--- src/rtl/env_sched_pkg.sv ---
// Shared constants, FSM state type and envelope table contents for env_sched.
package env_sched_pkg;

    localparam int CLK_FREQ      = 50_000_000;
    localparam int PCM_QUANT     = 16;
    localparam int ENVELOPE_FREQ = CLK_FREQ / 65536;
    localparam int DEF_ENV_LEN   = 3 * ENVELOPE_FREQ;

    // Width of the per-voice time index.
    localparam int TW = 16;

    typedef enum logic [2:0] {
        ST_IDLE = 3'd0,
        ST_ADDR = 3'd1,
        ST_WAIT = 3'd2,
        ST_DATA = 3'd3,
        ST_DONE = 3'd4
    } state_e;

    // Envelope curve: a linear ramp, word[i] = 16*i + 1.
    function automatic logic [PCM_QUANT-1:0] env_table_word(input logic [TW-1:0] idx);
        return (PCM_QUANT'(idx) << 4) + PCM_QUANT'(1);
    endfunction

endpackage

--- src/rtl/env_sched_rom.sv ---
// Envelope table ROM with a registered read (one cycle of latency).
module env_rom
    import env_sched_pkg::*;
#(
    parameter int DEPTH = DEF_ENV_LEN,
    parameter int AW    = 12,
    parameter int DW    = PCM_QUANT
) (
    input  logic          clk,
    input  logic [AW-1:0] addr,
    output logic [DW-1:0] data
);

    logic [TW-1:0] idx;

    // Clamp to the last entry so a non-power-of-two depth never reads past the end.
    always_comb begin
        idx = TW'(addr);
        if (idx > TW'(DEPTH - 1)) begin
            idx = TW'(DEPTH - 1);
        end
    end

    // Registered read port.
    always_ff @(posedge clk) begin
        data <= DW'(env_table_word(idx));
    end

endmodule

--- src/rtl/env_sched.sv ---
// Time-multiplexed envelope sequencer: one shared table ROM serves NVOICE voices.
// Each tick sweeps voices 0..NVOICE-1 through ADDR/WAIT/DATA, then one DONE cycle.
// tick and trig are single-cycle strobes; there is no back-pressure on either side.
module env_sched
    import env_sched_pkg::*;
#(
    parameter int NVOICE  = 8,
    parameter int VW      = 3,
    parameter int ENV_LEN = DEF_ENV_LEN
) (
    input  logic                          clk,
    input  logic                          clr,
    input  logic                          tick,
    input  logic [NVOICE-1:0]             trig,
    output logic [NVOICE*PCM_QUANT-1:0]   env_out,
    output logic                          env_valid,
    output logic [NVOICE-1:0]             active,
    output logic                          busy,
    output logic                          overrun,
    output logic [2:0]                    dbg_state
);

    localparam int            AW     = (ENV_LEN > 1) ? $clog2(ENV_LEN) : 1;
    localparam logic [TW-1:0] T_LAST = TW'(ENV_LEN - 1);
    localparam logic [VW-1:0] V_LAST = VW'(NVOICE - 1);

    state_e                        state_q, state_d;
    logic [VW-1:0]                 v_q, v_d;
    logic [TW-1:0]                 t_q [NVOICE];
    logic [TW-1:0]                 t_d [NVOICE];
    logic [NVOICE-1:0]             pend_trig_q, pend_trig_d;
    logic                          pend_tick_q, pend_tick_d;
    logic [AW-1:0]                 rom_addr_q, rom_addr_d;
    logic [NVOICE*PCM_QUANT-1:0]   env_q, env_d;
    logic                          overrun_q, overrun_d;
    logic [PCM_QUANT-1:0]          rom_data;

    env_rom #(
        .DEPTH (ENV_LEN),
        .AW    (AW),
        .DW    (PCM_QUANT)
    ) u_rom (
        .clk  (clk),
        .addr (rom_addr_q),
        .data (rom_data)
    );

    // Next-state logic for the sweep FSM, pending requests and per-voice state.
    always_comb begin
        state_d     = state_q;
        v_d         = v_q;
        t_d         = t_q;
        pend_trig_d = pend_trig_q | trig;
        pend_tick_d = pend_tick_q;
        rom_addr_d  = rom_addr_q;
        env_d       = env_q;
        overrun_d   = overrun_q;

        // A tick arriving mid-sweep is held one deep; a second one is lost.
        if (tick && (state_q != ST_IDLE)) begin
            if (pend_tick_q) begin
                overrun_d = 1'b1;
            end else begin
                pend_tick_d = 1'b1;
            end
        end

        unique case (state_q)
            ST_IDLE: begin
                if (tick || pend_tick_q) begin
                    state_d     = ST_ADDR;
                    v_d         = '0;
                    pend_tick_d = 1'b0;
                end
            end
            ST_ADDR: begin
                rom_addr_d = pend_trig_q[v_q] ? '0 : t_q[v_q][AW-1:0];
                // A retrigger landing in its own slot is kept for the next sweep.
                pend_trig_d[v_q] = trig[v_q];
                state_d          = ST_WAIT;
            end
            ST_WAIT: begin
                state_d = ST_DATA;
            end
            ST_DATA: begin
                env_d[int'(v_q)*PCM_QUANT +: PCM_QUANT] = rom_data;
                t_d[v_q] = (TW'(rom_addr_q) == T_LAST) ? T_LAST : TW'(rom_addr_q) + TW'(1);
                if (v_q == V_LAST) begin
                    state_d = ST_DONE;
                end else begin
                    v_d     = v_q + VW'(1);
                    state_d = ST_ADDR;
                end
            end
            ST_DONE: begin
                if (tick || pend_tick_q) begin
                    state_d     = ST_ADDR;
                    v_d         = '0;
                    pend_tick_d = 1'b0;
                end else begin
                    state_d = ST_IDLE;
                end
            end
            default: begin
                state_d = ST_IDLE;
            end
        endcase
    end

    // State registers; clr aborts any sweep and silences every voice.
    always_ff @(posedge clk) begin
        if (clr) begin
            state_q     <= ST_IDLE;
            v_q         <= '0;
            for (int i = 0; i < NVOICE; i++) begin
                t_q[i] <= T_LAST;
            end
            pend_trig_q <= '0;
            pend_tick_q <= 1'b0;
            rom_addr_q  <= '0;
            env_q       <= '0;
            overrun_q   <= 1'b0;
        end else begin
            state_q     <= state_d;
            v_q         <= v_d;
            t_q         <= t_d;
            pend_trig_q <= pend_trig_d;
            pend_tick_q <= pend_tick_d;
            rom_addr_q  <= rom_addr_d;
            env_q       <= env_d;
            overrun_q   <= overrun_d;
        end
    end

    // A voice is active until its time index reaches the last table entry.
    always_comb begin
        for (int i = 0; i < NVOICE; i++) begin
            active[i] = (t_q[i] != T_LAST);
        end
    end

    assign env_out   = env_q;
    assign env_valid = (state_q == ST_DONE);
    assign busy      = (state_q != ST_IDLE);
    assign overrun   = overrun_q;
    assign dbg_state = state_q;

endmodule

--- config.mk ---
export PLATFORM = sky130hd
export DESIGN_NAME = env_sched
export DESIGN_NICKNAME = d
export VERILOG_FILES = /design/src/rtl/env_sched_pkg.sv /design/src/rtl/env_sched_rom.sv /design/src/rtl/env_sched.sv
export SDC_FILE = /design/constraint.sdc
export NUM_CORES = 1
export LEC_CHECK = 0
export CELL_PAD_IN_SITES_DETAIL_PLACEMENT = 1
export CELL_PAD_IN_SITES_GLOBAL_PLACEMENT = 1
export CORE_ASPECT_RATIO = 0.7
export CORE_MARGIN = 8
export CORE_UTILIZATION = 38
export DETAILED_ROUTE_END_ITERATION = 7
export PLACE_DENSITY_LB_ADDON = 0.1
export SLEW_MARGIN = 20
export SYNTH_ARGS = -nofsm -noshare
export SYNTH_HDL_FRONTEND = slang
export SYNTH_SLANG_ARGS = --single-unit
--- constraint.sdc ---
create_clock -name clk -period 3 [get_ports clk]
set_input_delay 0.6 -clock clk [delete_from_list [all_inputs] [get_ports clk]]
set_output_delay 0.6 -clock clk [all_outputs]
set_load 0.03 [all_outputs]
==> flow_summary.html <==
<table>
<tr><th>Metric</th><th>Value</th></tr>
<tr><th colspan="2">Worst setup path</th></tr>
<tr><td>Crit path cell chain</td><td>nor2_1 -&gt; and2_1 -&gt; clkdlybuf4s50_1</td></tr>
<tr><td>Critical path data arrival time</td><td>roughly 2.3 ns</td></tr>
<tr><td>Worst stage delay on the critical path</td><td>approximately 0.71 ns</td></tr>
<tr><td>Nature of the critical path endpoint</td><td>output pin</td></tr>
<tr><td>Worst path required time</td><td>between 2 and 2.5 ns</td></tr>
<tr><td>Critical path launch point type</td><td>flip-flop</td></tr>
<tr><td>Critical path's slowest cell</td><td>sky130_fd_sc_hd__clkdlybuf4s50_1</td></tr>
<tr><td>Buffers &amp; Inverters on Critical Path</td><td>1</td></tr>
<tr><td>Crit path max-delay family</td><td>buffers and inverters</td></tr>
<tr><td>Biggest fanout along the worst timing path</td><td>14</td></tr>
<tr><td>Class of the most critical setup path</td><td>reg -&gt; out</td></tr>
<tr><th colspan="2">Route</th></tr>
<tr><td>Via count</td><td>around 9,500</td></tr>
<tr><td>Number of antenna-violating nets in the routed design</td><td>0</td></tr>
<tr><td>Routed length per placed instance</td><td>23.1 um</td></tr>
<tr><td>Routed wire length</td><td>39.2 mm</td></tr>
<tr><td>Per-cell via count in the routed design</td><td>between 5 and 6</td></tr>
<tr><td>DR DRC count</td><td>0</td></tr>
<tr><td>First-pass detailed-route iteration total</td><td>5</td></tr>
<tr><td>Starting DRT DRC Count</td><td>roughly 830</td></tr>
<tr><th colspan="2">Layout</th></tr>
<tr><td>Area growth, synth to finish</td><td>23.7%</td></tr>
<tr><td>Number of inserted diodes</td><td>0</td></tr>
<tr><td>Post-layout nets</td><td>around 1,300</td></tr>
<tr><td>Fraction of final layout cells with drive strength greater than 1</td><td>0.0835</td></tr>
<tr><th colspan="2">Synth</th></tr>
<tr><td>Cell variety after synth</td><td>73</td></tr>
<tr><td>Number of enable-type register cells in the synthesized netlist</td><td>0</td></tr>
<tr><td>Cell area after technology mapping</td><td>about 11,000 um^2</td></tr>
<tr><td>Number of standard cells after synthesis</td><td>between 1,000 and 1,500</td></tr>
<tr><td>Synthesized-area fraction occupied by and/or/nand/nor cells</td><td>0.222</td></tr>
<tr><td>Xor-xnor portion of the synthesized cell area</td><td>0.00496</td></tr>
<tr><td>Cell accounting for the most synthesized area</td><td>sky130_fd_sc_hd__dfxtp_1</td></tr>
<tr><td>Proportion of synthesized area in mux cells</td><td>0.0751</td></tr>
<tr><td>Sequential cell area fraction in the yosys report</td><td>0.468</td></tr>
<tr><td>Ys async rst share</td><td>0</td></tr>
<tr><td>Avg Cell Area, Syn</td><td>~9 um^2</td></tr>
<tr><td>Synthesized flop and latch total</td><td>between 200 and 250</td></tr>
<tr><td>Number of warnings printed during yosys synthesis</td><td>0</td></tr>
<tr><td>Area share of the largest cell type after synthesis</td><td>0.468</td></tr>
<tr><td>Most used DFF post-synth</td><td>sky130_fd_sc_hd__dfxtp_1</td></tr>
<tr><td>Cells taking the most area after synthesis</td><td>sky130_fd_sc_hd__dfxtp_1 47%, sky130_fd_sc_hd__mux2i_1 6.2%, sky130_fd_sc_hd__a21oi_1 5.3%</td></tr>
<tr><td>Dominant combinational cell family by area after synthesis</td><td>simple AND/OR/NAND/NOR gates</td></tr>
<tr><td>Area share of fa/ha/maj cells after synthesis</td><td>0.00944</td></tr>
<tr><td>Compound-cell area share of the yosys netlist</td><td>0.158</td></tr>
<tr><th colspan="2">Timing</th></tr>
<tr><td>Number of max-slew violations in the final report</td><td>0</td></tr>
<tr><td>Worst slew slack as a fraction of its limit</td><td>0.374</td></tr>
<tr><td>Final critical-path share of the clock period</td><td>0.960</td></tr>
<tr><td>Min Tclk post-route</td><td>around 2.9 ns</td></tr>
<tr><td>Worst-case clock skew</td><td>around 0.012 ns</td></tr>
<tr><td>Transition time of the tightest slew-check pin</td><td>about 0.94 ns</td></tr>
<tr><td>Worst hold margin</td><td>~0.45 ns</td></tr>
<tr><td>Final Setup Violations</td><td>0</td></tr>
<tr><td>Setup repair after global routing missed its margin</td><td>false</td></tr>
<tr><td>Number of endpoints with negative hold slack in the final report</td><td>0</td></tr>
<tr><td>Fin Setup TNS</td><td>0 ns</td></tr>
<tr><td>Timing-limited maximum frequency</td><td>between 0.3 and 0.4 GHz</td></tr>
<tr><th colspan="2">Clock network</th></tr>
<tr><td>CTS Buf Count</td><td>26</td></tr>
<tr><td>Clock latency of the later-clocked register in the worst-skew pair</td><td>between 0.5 and 0.6 ns</td></tr>
<tr><td>Number of levels the H-tree was split into</td><td>1</td></tr>
<tr><td>Clk Tree Root Cell</td><td>sky130_fd_sc_hd__clkbuf_16</td></tr>
<tr><td>Post-CTS Setup Repair Bufs</td><td>0</td></tr>
<tr><td>Maximum root-to-sink buffer count</td><td>3</td></tr>
<tr><td>Sink Count</td><td>248</td></tr>
<tr><td>CTS tree</td><td>yes</td></tr>
<tr><td>Total of hold buffers inserted after clock tree synthesis</td><td>0</td></tr>
<tr><td>Post-CTS clock slew at the launch and capture registers of the worst setup and hold paths</td><td>about 0.060 ns</td></tr>
<tr><th colspan="2">Power</th></tr>
<tr><td>Switching power total</td><td>between 0.002 and 0.0025 W</td></tr>
<tr><td>Power per standard cell area</td><td>between 500 and 600 nW/um^2</td></tr>
<tr><td>Leakage power figure</td><td>slightly below 5 nW</td></tr>
<tr><td>Sequential share of power</td><td>0.452</td></tr>
<tr><td>Logic pwr share</td><td>0.094</td></tr>
<tr><td>Cell internal pwr</td><td>about 0.0058 W</td></tr>
<tr><td>Sw frac</td><td>0.262</td></tr>
<tr><td>Clock network fraction of total power</td><td>0.454</td></tr>
<tr><td>Maximum ir drop on the vdd rail</td><td>roughly 0.34 mV</td></tr>
<tr><th colspan="2">Job</th></tr>
<tr><td>Maxcap violations</td><td>0</td></tr>
<tr><th colspan="2">Die</th></tr>
<tr><td>Die footprint</td><td>33,600 um^2</td></tr>
<tr><td>Io pins</td><td>around 150</td></tr>
<tr><td>Placement row count</td><td>about 50</td></tr>
<tr><td>Chip Width</td><td>216 um</td></tr>
<tr><td>Die boundary height</td><td>156 um</td></tr>
<tr><td>Starting Density</td><td>0.384</td></tr>
<tr><td>Area inside the core boundary</td><td>27,600 um^2</td></tr>
<tr><th colspan="2">GRT</th></tr>
<tr><td>Antenna violations before repair</td><td>0</td></tr>
<tr><td>Via count of the first global-routing pass</td><td>between 9,000 and 10,000</td></tr>
<tr><td>Total routing resource utilization after global routing</td><td>0.225</td></tr>
<tr><td>Pin count of the biggest net entering global routing</td><td>between 100 and 150</td></tr>
<tr><td>Wire length of the first global-routing pass</td><td>between 50 and 60 mm</td></tr>
<tr><td>Total global routing overflow</td><td>0</td></tr>
<tr><th colspan="2">Min path</th></tr>
<tr><td>Hold Path Class</td><td>reg -&gt; reg</td></tr>
<tr><th colspan="2">Run status</th></tr>
<tr><td>Run status</td><td>completed</td></tr>
<tr><th colspan="2">Place</th></tr>
<tr><td>Gpl congestion</td><td>a little under 0.9</td></tr>
<tr><td>IO Port Bufs</td><td>~130</td></tr>
<tr><td>HPWL after detailed placement</td><td>28.0 mm</td></tr>
</table>
synthesized netlist by cell type (5+ instances only):
master / count
sky130_fd_sc_hd__a211oi_1: 36
sky130_fd_sc_hd__a21oi_1: 112
sky130_fd_sc_hd__a221oi_1: 12
sky130_fd_sc_hd__a311oi_1: 9
sky130_fd_sc_hd__a31oi_1: 7
sky130_fd_sc_hd__and2_1: 21
sky130_fd_sc_hd__and3_1: 5
sky130_fd_sc_hd__and3b_1: 7
sky130_fd_sc_hd__buf_1: 6
sky130_fd_sc_hd__buf_2: 26
sky130_fd_sc_hd__buf_4: 30
sky130_fd_sc_hd__clkbuf_1: 50
sky130_fd_sc_hd__dfxtp_1: 248
sky130_fd_sc_hd__ha_1: 8
sky130_fd_sc_hd__inv_1: 18
sky130_fd_sc_hd__mux2i_1: 66
sky130_fd_sc_hd__mux4_2: 5
sky130_fd_sc_hd__nand2_1: 134
sky130_fd_sc_hd__nand2b_1: 9
sky130_fd_sc_hd__nand3_1: 54
sky130_fd_sc_hd__nand3b_1: 8
sky130_fd_sc_hd__nand4_1: 11
sky130_fd_sc_hd__nor2_1: 149
sky130_fd_sc_hd__nor3_1: 30
sky130_fd_sc_hd__nor4_1: 8
sky130_fd_sc_hd__nor4b_1: 10
sky130_fd_sc_hd__nor4bb_1: 9
sky130_fd_sc_hd__o211ai_1: 10
sky130_fd_sc_hd__o21ai_0: 41
sky130_fd_sc_hd__xnor2_1: 5
sequential cells by signal, indices dropped and copies added, names as in the netlist:
signal / count
v_q: 3
env_out: 104
pend_trig_q: 8
dbg_state: 3
pend_tick_q: 1
u_rom.data: 12
t_q: 104
overrun: 1
rom_addr_q: 12
cells in the final DEF (no fill, tap or decap), types with 4 or more instances in the layout:
| cell | count |
|---|---|
| sky130_fd_sc_hd__dfxtp_1 | 246 |
| sky130_fd_sc_hd__nor2_1 | 149 |
| sky130_fd_sc_hd__nand2_1 | 134 |
| sky130_fd_sc_hd__clkdlybuf4s50_1 | 127 |
| sky130_fd_sc_hd__a21oi_1 | 112 |
| sky130_fd_sc_hd__mux2i_1 | 66 |
| sky130_fd_sc_hd__nand3_1 | 54 |
| sky130_fd_sc_hd__o21ai_0 | 41 |
| sky130_fd_sc_hd__a211oi_1 | 36 |
| sky130_fd_sc_hd__buf_4 | 35 |
| sky130_fd_sc_hd__nor3_1 | 30 |
| sky130_fd_sc_hd__clkbuf_16 | 27 |
| sky130_fd_sc_hd__conb_1 | 24 |
| sky130_fd_sc_hd__and2_1 | 21 |
| sky130_fd_sc_hd__inv_1 | 18 |
| sky130_fd_sc_hd__a221oi_1 | 12 |
| sky130_fd_sc_hd__nand4_1 | 11 |
| sky130_fd_sc_hd__o211ai_1 | 10 |
| sky130_fd_sc_hd__nor4b_1 | 9 |
| sky130_fd_sc_hd__nand2b_1 | 9 |
| sky130_fd_sc_hd__a311oi_1 | 9 |
| sky130_fd_sc_hd__nor4bb_1 | 8 |
| sky130_fd_sc_hd__nand3b_1 | 8 |
| sky130_fd_sc_hd__nor4_1 | 8 |
| sky130_fd_sc_hd__ha_1 | 8 |
| sky130_fd_sc_hd__and3b_1 | 7 |
| sky130_fd_sc_hd__a31oi_1 | 7 |
| sky130_fd_sc_hd__clkinv_2 | 6 |
| sky130_fd_sc_hd__and3_1 | 5 |
| sky130_fd_sc_hd__xnor2_1 | 5 |
| sky130_fd_sc_hd__mux4_2 | 5 |
| sky130_fd_sc_hd__bufinv_16 | 5 |
| sky130_fd_sc_hd__nor3_2 | 4 |
| sky130_fd_sc_hd__clkbuf_8 | 4 |
| sky130_fd_sc_hd__clkbuf_1 | 4 |
per-stage QoR:
stage               cells  area, um^2  worst slack [ns]   util  total power (W)
floorplan            1232       10700             0.411      -          0.00400
global route         1701       13100            0.0323  0.475          0.00807
finish               1701       13100             0.119  0.475          0.00782
detailed placement   1655       12200             0.505  0.441          0.00432
CTS                  1701       13100             0.115  0.475          0.00785
global placement     1655       12200             0.593  0.441          0.00432
per-layer routing:
| layer | GRT usage | part of all wire | vias to the layer above |
|---|---|---|---|
| met5 | 0 | 0 | - |
| met4 | 0.0443 | 0.017 | 0 |
| met3 | 0.0525 | 0.069 | 57 |
| met2 | 0.324 | 0.41 | 265 |
| met1 | 0.337 | 0.51 | 4697 |
| li1 | - | - | 4432 |
what timing repair did:
item,CTS,global route
setup endpoints to repair,1,0
resized for setup,1,0
endpoints found under the hold margin,0,0
final timing paths:
kind / from / end / slack, ns / depth (start not counted)
hold / removal: env_out[80] / env_out[80] / 0.45 / 2
hold reg to reg: env_out[80] / env_out[80] / 0.45 / 2
setup / recovery: dbg_state[1] / env_valid / 0.12 / 3
setup reg to reg: v_q[1] / env_out[15] / 0.51 / 7
power by group through the flow:
stage	Clock, W	Combinational [W]	Sequential [W]
finish	0.00355	0.000738	0.00353
global route	0.00375	0.000781	0.00354
CTS	0.00360	0.000729	0.00352
detailed placement	0	0.000725	0.00360
global placement	0	0.000721	0.00360
floorplan	0	0.000484	0.00351
final cells by class:
class | instances | area [um^2]
well taps | 371 | 464
clock buffers | 35 | 746
inverters | 19 | 71.3
fillers | 3206 | 14500
multi-input cells | 852 | 5100
flip-flops and latches | 248 | 4970
clock inverters | 11 | 180
repair buffers | 165 | 1590
worst min-delay path: stages, from the launching register on:
cell and delay (ns):
sky130_fd_sc_hd__dfxtp_1 0.31, sky130_fd_sc_hd__inv_1 0.05, sky130_fd_sc_hd__a21oi_1 0.05
logic make-up after synthesis:
family | Yosys count
AOI/OAI and AO/OA | 261
xor gates and xnor gates | 6
adders and majority gates | 8
buffers and inverters | 132
DFF | 248
muxes | 73
other | 1
and+or+nand+nor | 480
Note: power is estimated with default switching activity, not from simulation.
